[config.mk]
export PLATFORM = sky130hd
export DESIGN_NAME = npc_regstate_keymux
export DESIGN_NICKNAME = d
export VERILOG_FILES = /design/src/rtl/npc_regstate_keymux.sv
export SDC_FILE = /design/constraint.sdc
export NUM_CORES = 2
export LEC_CHECK = 0
export BUFFER_PORTS_ARGS = -buffer_cell sky130_fd_sc_hd__buf_2
export CORE_ASPECT_RATIO = 1.4
export CORE_MARGIN = 8
export CORE_UTILIZATION = 59
export DETAILED_ROUTE_END_ITERATION = 7
export MAX_ROUTING_LAYER = met4
export PLACE_DENSITY = 0.9
export SLEW_MARGIN = 20
export SYNTH_ARGS = -nofsm -noshare
export SYNTH_HDL_FRONTEND = slang
export SYNTH_SLANG_ARGS = --single-unit
[constraint.sdc]
create_clock -name clk -period 5.2 [get_ports clk]
set_input_delay 0.26 -clock clk [delete_from_list [all_inputs] [get_ports clk]]
set_output_delay 0.26 -clock clk [all_outputs]
set_load 0.005 [all_outputs]
[src/rtl/npc_regstate_keymux.sv]
// NPC storage and select: architectural PC register, x0-x31 register file
// (sync write / comb read) and a keyed lookup mux with a default output.
module npc_regstate_keymux #(
  parameter int                    ADDR_WIDTH   = 5,
  parameter int                    DATA_WIDTH   = 32,
  parameter logic [DATA_WIDTH-1:0] PC_RESET     = 32'h8000_0000,
  parameter int                    NR_KEY       = 8,
  parameter int                    KEY_LEN      = 7,
  parameter int                    MUX_DATA_LEN = 32
) (
  input  logic                                     clk,
  input  logic                                     rst,
  input  logic [DATA_WIDTH-1:0]                    pc_din,
  input  logic                                     pc_wen,
  output logic [DATA_WIDTH-1:0]                    pc_dout,
  input  logic [ADDR_WIDTH-1:0]                    rf_waddr,
  input  logic [DATA_WIDTH-1:0]                    rf_wdata,
  input  logic                                     rf_wen,
  input  logic [ADDR_WIDTH-1:0]                    rf_raddr,
  output logic [DATA_WIDTH-1:0]                    rf_rdata,
  input  logic [KEY_LEN-1:0]                       mux_key,
  input  logic [MUX_DATA_LEN-1:0]                  mux_default,
  input  logic [NR_KEY*(KEY_LEN+MUX_DATA_LEN)-1:0] mux_lut,
  output logic [MUX_DATA_LEN-1:0]                  mux_out
);

  localparam int DEPTH = 2 ** ADDR_WIDTH;
  localparam int W     = KEY_LEN + MUX_DATA_LEN;

  logic [DATA_WIDTH-1:0] r_pc;
  logic [DATA_WIDTH-1:0] r_rf [DEPTH];

  always_ff @(posedge clk) begin
    if (!rst)        r_pc <= PC_RESET;
    else if (pc_wen) r_pc <= pc_din;
  end

  assign pc_dout = r_pc;

  // x0 is never written, so its cell stays at the reset value of zero.
  always_ff @(posedge clk) begin
    if (!rst) begin
      for (int i = 0; i < DEPTH; i++) r_rf[i] <= '0;
    end else if (rf_wen && (rf_waddr != '0)) begin
      r_rf[rf_waddr] <= rf_wdata;
    end
  end

  assign rf_rdata = (rf_raddr == '0) ? '0 : r_rf[rf_raddr];

  logic [NR_KEY-1:0][KEY_LEN-1:0]      w_key;
  logic [NR_KEY-1:0][MUX_DATA_LEN-1:0] w_data;

  for (genvar g = 0; g < NR_KEY; g++) begin : g_ent
    assign w_key[g]  = mux_lut[g*W+MUX_DATA_LEN +: KEY_LEN];
    assign w_data[g] = mux_lut[g*W +: MUX_DATA_LEN];
  end

  // Ascending scan: a later (higher-index) match overrides an earlier one.
  always_comb begin
    mux_out = mux_default;
    for (int i = 0; i < NR_KEY; i++) begin
      if (w_key[i] == mux_key) mux_out = w_data[i];
    end
  end

endmodule

After elaboration in Yosys (flattened, before gate mapping)
Memories as Yosys holds them, arrays and structs flattened.
Cells that the tools add are included.
{"block": "word_totals", "regBits": 32, "mem_bits_rw": 1024, "in_bits": 429, "out_inout_bits": 96, "word_cells": 30, "memories": 1}
{"block": "op_classes", "n_eq_ne": 8, "n_mux": 16, "n_reduce_logical": 4}
{"memory": "r_rf", "depth": 32, "width": 32, "rd": 1, "rd_clocked_by_memory_dff": 0, "write_ports": 32, "line_no": "31", "source": "logic [DATA_WIDTH-1:0] r_rf [DEPTH];"}
{"operator": "2-to-1 mux 32 bit", "n": 10}
{"operator": "equality test 7 bit", "n": 8}
{"operator": "OR reduction 32 bit", "n": 1}
{"operator": "logical NOT 5 bit", "n": 1}
{"operator": "2-to-1 mux 1 bit", "n": 5}
{"operator": "2-to-1 mux 5 bit", "n": 1}
{"operator": "nonzero test 5 bit", "n": 1}
{"operator": "logical AND 1 bit", "n": 1}

Logic depth before layout (Yosys ltp)
{"block": "depth", "depth_word": 9, "depth_mapped": 9, "depth_no_buf": 6}

Worst setup path before layout
OpenSTA, ideal clock, no wires.
{"block": "synth_path", "kind": "input to register", "start": "input rf_waddr[0]", "end": "memory r_rf[14][0], enable pin", "setup_time_ns": 0.466, "arrival_ns": 3.218, "t_required_ns": 4.734, "path_slack_ns": 1.516, "stages": 4, "path_buffers": 1, "cell_sequence": "nand2b_1 or2_2 clkbuf_1 o21ai_0"}
{"item": "start, declared", "line_no": "16", "source": "input logic [ADDR_WIDTH-1:0] rf_waddr,"}
{"item": "end, declared", "line_no": "31"}

Worst setup path after layout
{"block": "layout_path", "start": "input mux_key[5]", "end": "output mux_out[28]"}
{"block": "layout_between", "elab_chain_cells": 9, "elab_cells_between_ends": 16, "classes_between": "8 x eq/ne; 8 x mux"}
{"item": "start, declared", "line_no": "21", "source": "input logic [KEY_LEN-1:0] mux_key,"}
{"item": "equality test 7 bit", "line_no": "63", "source": "if (w_key[i] == mux_key) mux_out = w_data[i];"}
{"item": "2-to-1 mux 32 bit (7 in a row)", "line_no": "63"}
{"item": "2-to-1 mux 32 bit *", "line_no": "63"}
{"item": "end, declared", "line_no": "24", "source": "output logic [MUX_DATA_LEN-1:0] mux_out"}
Mark *: on every way between the ends. The rest lies on a longest branch, timed or not.

==> results.txt <==
----------------------------------------------------
[Run status]
  Result of the run ... finished with violations
  Violated checks ... DRC

[Critical path]
  Crit path required time ... 4.94 ns
  Cell family with the largest share of critical-path delay ... simple AND/OR/NAND/NOR gates
  Number of logic stages on the critical path including buffering ... 8
  Worst path bufs/invs ... 2
  Master of the slowest instance on the critical path ... and4_1
  Critical path class ... in -> out
  Delay contributed by the slowest stage of the critical path ... 0.90 ns
  Maximum fanout along the worst path ... 32
  Worst Reg2Reg Path Length in Cells ... 2
  List of cells traversed by the critical path ... buf_2, xor2_1, nor4_1, and4_1, or3_1, o21ai_0, a221oi_2, buf_2
  CP most frequent cell ... buf_2
  Critical path capture point type ... output port
  Startpoint types ... input pin
  Data arrival, critical path ... 3.50 ns

[Global route]
  GRT Resource Usage Total ... 0.357
  Global-route wire length before repair ... 240,000 um
  Largest net degree at the start of global routing ... 95
  Via count of the first global-routing pass ... 34.7k
  GRT Residual Overflow ... 0
  Initial antenna violation count ... 22

[Route]
  Top routing layer in use ... met4
  Ratio of routed vias to standard cells ... 6.82
  Routed metal-1 wirelength ... 50,400 um
  Antenna violation net count after detailed routing ... 0
  Routed length on met2 ... 85,800 um
  Met3 Wirelength ... 18,200 um
  Total via count after detailed routing ... 34.0k
  Iter 0 DRT Violations ... 5,177
  Number of remaining DRC errors ... 1
  Routed wire length ... 169,000 um
  Average wire per cell in the routed design ... 33.8 um
  Pre-antenna DRT Iters ... 8

[Yosys]
  Async set-or-reset flop fraction in the synthesized netlist ... 0
  Sequential area share after synthesis ... 0.626
  Most area-hungry cell type in the Yosys netlist ... edfxtp_1
  Share of Yosys cell area claimed by the top area cell type ... 0.613
  Top-count cell post-synth ... edfxtp_1
  Synthesized instance count ... 3,408
  Top post-synthesis cells by area ... edfxtp_1 (61%), and2_1 (12%), mux4_2 (12%)
  Leading register cell type out of synthesis ... edfxtp_1
  Number of enable-type register cells in the synthesized netlist ... 1,024
  Distinct cell type count of the synthesized netlist ... 47
  Avg Cell Area, Syn ... 14.7 um^2
  Total standard cell area after synthesis ... 50,100 um^2
  List of most frequent post-synthesis cells ... edfxtp_1 (1,024), and2_1 (996), clkbuf_1 (281)
  Number of synthesis warnings ... 0
  Flops & latches, synth ... 1,056

[Timing]
  Final sum of negative setup slack ... 0 ns
  Unrepaired setup endpoints after global routing ... no
  Shortest clock period the worst path allows after layout ... 3.76 ns
  Headroom to the max-slew limit ... 0.218
  Final hold violations ... 0
  Worst-margin pin slew ... 1.17 ns
  Clock skew ... 0 ns
  Final setup violation count ... 0
  Achievable clock frequency ... 0.266 GHz
  Final clock period utilization by the worst path ... 0.723
  Fin. max-slew vios ... 0

[Power and ir drop]
  Internal Pwr Total ... 14.0 mW
  Static Leakage ... 20.6 nW
  Combinational group share of total power ... 0.105
  Pwr dens ... 320 nW/um^2
  Power spent charging and discharging nets ... 4.29 mW
  Clock share of power ... 0.350
  Sequential group share of total power ... 0.544
  Worst ir drop on vdd ... 0.335 mV
  Switching power as a share of total power ... 0.235

[Placed design]
  Estimated wirelength of the detail-placed design ... 106,000 um
  DP Cell Count ... 4,782
  Port buffer count ... 524
  Placer congestion estimate ... 1.06

[Worst hold path]
  Worst Hold Depth ... 3
  Hold crit path type ... in -> reg

[Clock network]
  Clock-pin slew on the worst setup and hold paths ... 0.06 ns
  Clock net sink count ... 1,056
  Clock insertion delay at the later pin of the skew report ... 0.65 ns
  Maximum level of the CTS H-tree ... 3
  Buffer depth of the longest clock path ... 3
  Library cell used as clock root buffer ... clkbuf_16
  CTS tree ... yes
  CTS buffer count ... 85

[Floorplanning]
  Number of rows in the core area ... 126
  Horizontal die dimension ... 262 um
  Floorplan die height ... 361 um
  Die area ... 94,700 um^2
  Core box area ... 84,200 um^2
  Number of I/O pins ... 525
  Starting utilization of the core area ... 0.595

[Final layout]
  Share of final-layout standard cells stronger than drive strength 1 ... 0.290
  Final net count ... 4,243
  Non-filler cells in the finished layout ... 4,987
  Layout overhead on the synthesized area ... 13.8%

[Job]
  Number of max-capacitance violations reported ... 0

----------------------------------------------------
-- final timing paths --
kind | from | end | slack, ns
max | mux_key[5] | mux_out[28] | 1.44
min | rf_waddr[1] | r_rf[23][0] | 0.23
max reg2reg | pc_dout[31] | pc_dout[31] | 4.33
min reg2reg | pc_dout[21] | pc_dout[21] | 0.50
-- power groups by stage --
stage | registers (mW) | logic (mW) | clock network [mW]
5_1_grt | 9.96 | 1.98 | 6.63
3_3_place_gp | 10.0 | 1.80 | 0
6_report | 9.94 | 1.92 | 6.40
2_1_floorplan | 10.1 | 1.01 | 0
4_1_cts | 9.93 | 1.88 | 6.34
3_5_place_dp | 10.1 | 1.83 | 0
-- stage by stage --
stage / power [mW] / util / hold slack [ns] / setup WS (ns) / instance area, um^2
floorplan: 11.1 / - / 0.389 / 1.52 / 50200
global placement: 11.8 / 0.641 / 0.467 / 1.50 / 54000
detailed placement: 11.9 / 0.641 / 0.478 / 1.55 / 54000
CTS: 18.2 / 0.677 / 0.217 / 1.52 / 57000
global route: 18.6 / 0.678 / 0.256 / 1.33 / 57100
finish: 18.3 / 0.678 / 0.234 / 1.44 / 57100
-- timing repair --
item	4_1_cts	5_1_grt
hold buffers	32	0
buffers inserted	0	0
endpoints found under the setup margin	0	0
hold endpoints to repair	32	0
gates resized for setup	0	0
-- layout by cell type, fill, tap and decap left out, drive strengths merged, types with 7 or more instances in the layout --
| cell type | n |
|---|---|
| a21oi | 52 |
| a221oi | 69 |
| a22o | 96 |
| a311o | 27 |
| and2 | 996 |
| buf | 608 |
| clkbuf | 112 |
| clkinv | 33 |
| conb | 32 |
| dfxtp | 32 |
| diode | 20 |
| dlygate4sd3 | 32 |
| edfxtp | 1024 |
| mux2i | 32 |
| mux4 | 256 |
| nand2 | 66 |
| nand3 | 16 |
| nand4 | 7 |
| nor2 | 94 |
| nor4 | 7 |
| o21ai | 128 |
| o221a | 25 |
| o221ai | 7 |
| or3 | 31 |
| xnor2 | 26 |
| xor2 | 30 |
-- worst reg2reg max path, cell delays in order (launching register included) --
cell and delay, ns:
dfxtp_1 0.31, mux2i_1 0.23, nand2_1 0.15
-- final cells by class --
class	instances	area [um^2]
Inverter	1	3.75
Clock buffer	112	2340
Timing Repair Buffer	640	3670
Fill cell	5124	27100
Multi-Input combinational cell	2030	17900
Sequential cell	1056	31400
Antenna cell	20	50.0
Clock inverter	40	324
Tap cell	1088	1360
-- per-layer routing --
layer,vias up,track usage
li1,13494,-
met1,16585,0.375
met2,3250,0.607
met3,690,0.0660
met4,0,0.251
met5,-,-
-- flip-flops by register name, indices dropped and copies added, names as in the netlist --
name     flops
pc_dout     32
r_rf      1024
-- cell families after synthesis --
| family | Yosys count | share of synthesized area |
|---|---|---|
| xor+xnor | 56 | 0.0102 |
| other cells | 1 | 0.0000748 |
| mux | 288 | 0.121 |
| buf+inv | 353 | 0.0298 |
| flops | 1056 | 0.626 |
| compound gates | 414 | 0.0647 |
| simple gates | 1240 | 0.148 |
(Power assumes the default switching activity.)
